### config.mk
export PLATFORM = sky130hd
export DESIGN_NAME = preamble_serializer
export DESIGN_NICKNAME = d
export VERILOG_FILES = /design/src/rtl/preamble_serializer.sv
export SDC_FILE = /design/constraint.sdc
export NUM_CORES = 1
export LEC_CHECK = 0
export CAP_MARGIN = 20
export CORE_UTILIZATION = 41
export CTS_CLUSTER_DIAMETER = 60
export CTS_CLUSTER_SIZE = 20
export DETAILED_ROUTE_END_ITERATION = 7
export GPL_TIMING_DRIVEN = 0
export PLACE_DENSITY = 0.6
export SYNTH_ARGS = -nofsm -noshare
export SYNTH_HDL_FRONTEND = slang
export SYNTH_SLANG_ARGS = --single-unit
### constraint.sdc
create_clock -name clk -period 3.9 [get_ports clk]
set_input_delay 0.39 -clock clk [delete_from_list [all_inputs] [get_ports clk]]
set_output_delay 0.39 -clock clk [all_outputs]
set_load 0.05 [all_outputs]
### src/rtl/preamble_serializer.sv
// Bit-serial frame transmitter: sends a fixed sync preamble MSB-first, then the captured
// payload MSB-first, then returns the line to idle and pulses done for one cycle.
module preamble_serializer #(
    parameter int unsigned          PRE_W    = 8,
    parameter logic [PRE_W-1:0]     PREAMBLE = 8'b1010_1010,
    parameter int unsigned          DATA_W   = 8
) (
    input  logic              clk,
    input  logic              rst,
    input  logic              start,
    input  logic [DATA_W-1:0] data,
    output logic              dout,
    output logic              busy,
    output logic              done
);

    localparam int unsigned MaxW = (PRE_W > DATA_W) ? PRE_W : DATA_W;
    localparam int unsigned CntW = (MaxW > 1) ? $clog2(MaxW) : 1;

    typedef enum logic [2:0] {
        StIdle = 3'b001,
        StPre  = 3'b010,
        StData = 3'b100
    } state_e;

    state_e              state_q, state_d;
    logic [CntW-1:0]     cnt_q, cnt_d;
    logic [PRE_W-1:0]    pre_q, pre_d;
    logic [DATA_W-1:0]   pay_q, pay_d;
    logic                dout_q, dout_d;
    logic                busy_q, busy_d;
    logic                done_q, done_d;

    always_ff @(posedge clk or negedge rst) begin
        if (!rst) begin
            state_q <= StIdle;
            cnt_q   <= '0;
            pre_q   <= '0;
            pay_q   <= '0;
            dout_q  <= 1'b0;
            busy_q  <= 1'b0;
            done_q  <= 1'b0;
        end else begin
            state_q <= state_d;
            cnt_q   <= cnt_d;
            pre_q   <= pre_d;
            pay_q   <= pay_d;
            dout_q  <= dout_d;
            busy_q  <= busy_d;
            done_q  <= done_d;
        end
    end

    always_comb begin
        state_d = state_q;
        cnt_d   = cnt_q;
        pre_d   = pre_q;
        pay_d   = pay_q;
        dout_d  = dout_q;
        busy_d  = busy_q;
        done_d  = 1'b0;

        unique case (state_q)
            StIdle: begin
                dout_d = 1'b0;
                busy_d = 1'b0;
                if (start) begin
                    // First preamble bit goes out now; the shifter holds the remainder.
                    pay_d   = data;
                    pre_d   = PREAMBLE << 1;
                    dout_d  = PREAMBLE[PRE_W-1];
                    busy_d  = 1'b1;
                    cnt_d   = CntW'(PRE_W - 1);
                    state_d = StPre;
                end
            end
            StPre: begin
                if (cnt_q != '0) begin
                    dout_d = pre_q[PRE_W-1];
                    pre_d  = pre_q << 1;
                    cnt_d  = cnt_q - 1'b1;
                end else begin
                    dout_d  = pay_q[DATA_W-1];
                    pay_d   = pay_q << 1;
                    cnt_d   = CntW'(DATA_W - 1);
                    state_d = StData;
                end
            end
            StData: begin
                if (cnt_q != '0) begin
                    dout_d = pay_q[DATA_W-1];
                    pay_d  = pay_q << 1;
                    cnt_d  = cnt_q - 1'b1;
                end else begin
                    dout_d  = 1'b0;
                    busy_d  = 1'b0;
                    done_d  = 1'b1;
                    cnt_d   = '0;
                    state_d = StIdle;
                end
            end
            default: begin
                // Corrupted one-hot encoding: fall back to the reset picture.
                state_d = StIdle;
                cnt_d   = '0;
                pre_d   = '0;
                pay_d   = '0;
                dout_d  = 1'b0;
                busy_d  = 1'b0;
            end
        endcase
    end

    assign dout = dout_q;
    assign busy = busy_q;
    assign done = done_q;

endmodule

==> metrics.cfg <==
[global_routing]
grt.overflow.total=0
grt_max_degree=24
grt_use_total=0.170
grt_pass1_vias=913
antenna_found_initial=0
grt_pass1_wl_um=4080

[floorplan]
dieArea_um2=3120
core_area_um2=2760
placementRows=19
die_y_um=55.8
start_util=0.431
die_w_um=55.8
ios=14

[place]
dpl_cell_area_um2=1350
dpl.hpwl_um=1750
portBuffers=12
dp_cells=162
gp_congestion=0.806

[clock_tree]
clk_latency_ns=0.33
cts_resized=0
cts.path.max_buffers=2
root_buffer=clkbuf_4
cts_buffers=3
clk_pin_slew_ns=0.13
cts_setup_buffers=0
htreeDepth=1
cts_hold_buf=0
cts_tree=done
cts_sinks=23

[final_layout]
drive_gt1_frac=0.125
fillerInstances=260
fin_area_um2=1400
final_core_utilization=0.509
synthToLayoutAreaGrowth_pct=18.0
antenna_cells=0
stdcell_count=167
nets=148

[route]
wl_per_cell_um=14.9
dr_wl_met2_um=1170
drt_wl_total_um=2490
drtIter0Drc=21
postRouteAntennaNets=0
highest_layer=met4
wl_met1_um=1180
vias_per_cell=5.78
dr_wl_met3_um=88
vias=966
drc_errors=0
drt_pass1_iterations=4

[synth]
ys_seq_area_frac=0.485
synthTopCellsByCount=dfrtp_1, o21ai_0, nand2_1, a22oi_1, a21oi_1
yosysMostFrequentCell=dfrtp_1
synth_top_area_cell=dfrtp_1
yosys-top-cells-area=dfrtp_1, mux2_2, a22oi_1
synth_edf_count=0
yosysTopAreaCellShare=0.463
synth_warnings=0
synthDistinctLibCells=33
synth_top_flop_cell=dfrtp_1
async_flop_share=1.00
yosys_register_bits=23
syn_inst=119
syn-num-nets=130
avgSynthCellArea_um2=9.99
netlist_area_um2=1190

[power]
p_clk_frac=0.120
p_leak_nw=0.600
p_sw_frac=0.412
power.switching_w=0.000401
p_seq_frac=0.417
power.density_nw_per_um2=695
p_int_w=0.000574
ir_drop_uv=369
p_comb_frac=0.462

[critical_path]
rr_endpoint=pay_q[2]$_DFFE_PN0P_
cp.arrival_ns=2.47
cp-startpoint=state_q[0]$_DFFE_PN1P_
cp-endpoint=pay_q[2]$_DFFE_PN0P_
worstPathRequired_ns=4.13
worstSetupEndpointType=register
cp-start-kind=register
ff2ff_setup_slack_ns=1.65
cp_max_fo=10
r2r-start=state_q[0]$_DFFE_PN1P_
critPathKind=reg2reg
reg2reg_depth=6

[sta]
fin_crit_ns=2.25
setup_viol=0
hold_violations=0
worst_pin_slew_ns=0.612
fmax_mhz=445
post-route-period-util=0.576
setup_tns_ns=0
skew_ns=0.00732
relSlewSlack=0.589
slew_viol_final=0
rsz0062_at_grt=no

[status]
outcome=completed

[flow_run]
drv_cap=0

[hold_path]
hold_path.class=in2async

[stage by stage]
step / setup WS, ns / power, W / hold slack [ns]
finish: 1.65 / 0.000975 / 0.284
global route: 1.51 / 0.00105 / 0.286
CTS: 1.63 / 0.000978 / 0.510
detailed placement: 1.63 / 0.000862 / 0.489
global placement: 1.66 / 0.000848 / 0.485
floorplan: 1.90 / 0.000741 / 0.0944
[placed cells by master, fill, tap and decap left out, drive strengths merged, types with 3 or more instances in the layout]
master / instances
clkdlybuf4s50: 12
nor2b: 4
nand2: 11
a22o: 3
dfrtp: 22
nor3b: 3
inv: 4
clkbuf: 11
mux2: 8
o21ai: 13
a22oi: 10
a21oi: 8
[registers in the layout, summed over array words and instances, names as in the netlist]
signal   flops
state_q      3
cnt_q        3
done         1
busy         1
pre_q        6
dout         1
pay_q        8
[kinds of logic after synthesis]
kind of cell,after synthesis,synth area share
buffers and inverters,13,0.0484
DFF,23,0.485
and+or+nand+nor,30,0.134
muxes,8,0.0758
AOI/OAI and AO/OA,45,0.257
[how the worst min path moves through the flow]
stage,start,endpoint,slack [ns]
after global routing,rst,pay_q[1]$_DFFE_PN0P_,0.29
after global placement,pre_q[6]$_DFFE_PN0P_,pre_q[7]$_DFFE_PN0P_,0.49
after detailed placement,pre_q[6]$_DFFE_PN0P_,pre_q[7]$_DFFE_PN0P_,0.49
after floorplan,rst,busy$_DFFE_PN0P_,0.09
after CTS,start,cnt_q[0]$_DFFE_PN0P_,0.51
final,rst,pay_q[1]$_DFFE_PN0P_,0.28
[power groups by stage]
stage,clock [W],combinational [W],sequential [W]
after floorplan,0,0.000318,0.000423
after global placement,0,0.000441,0.000407
after detailed placement,0,0.000452,0.000410
after CTS,0.000121,0.000452,0.000405
after global routing,0.000125,0.000503,0.000417
final,0.000117,0.000451,0.000407
[per-layer routing]
layer / up-vias / GRT usage
met5: - / 0
met4: 0 / 0.0871
met3: 5 / 0.0256
met2: 18 / 0.277
met1: 471 / 0.219
li1: 472 / -
[worst max-delay path: stages (launching register included)]
cell      delay [ns]
dfstp_2         0.53
clkbuf_1        0.31
nor3b_1         0.16
and2_1          0.20
buf_6           0.13
a211oi_4        0.43
mux2_2          0.39
[cell type report]
class | count | area, um^2 | area share
flip-flops and latches | 23 | 577 | 0.411
multi-input cells | 83 | 554 | 0.395
repair buffers | 13 | 148 | 0.105
plain buffers | 9 | 42.5 | 0.0303
well taps | 31 | 38.8 | 0.0277
clock buffers | 3 | 22.5 | 0.0161
inverters | 4 | 15.0 | 0.0107
clock inverters | 1 | 5.00 | 0.00357
Note: power is estimated with default switching activity, not from simulation.
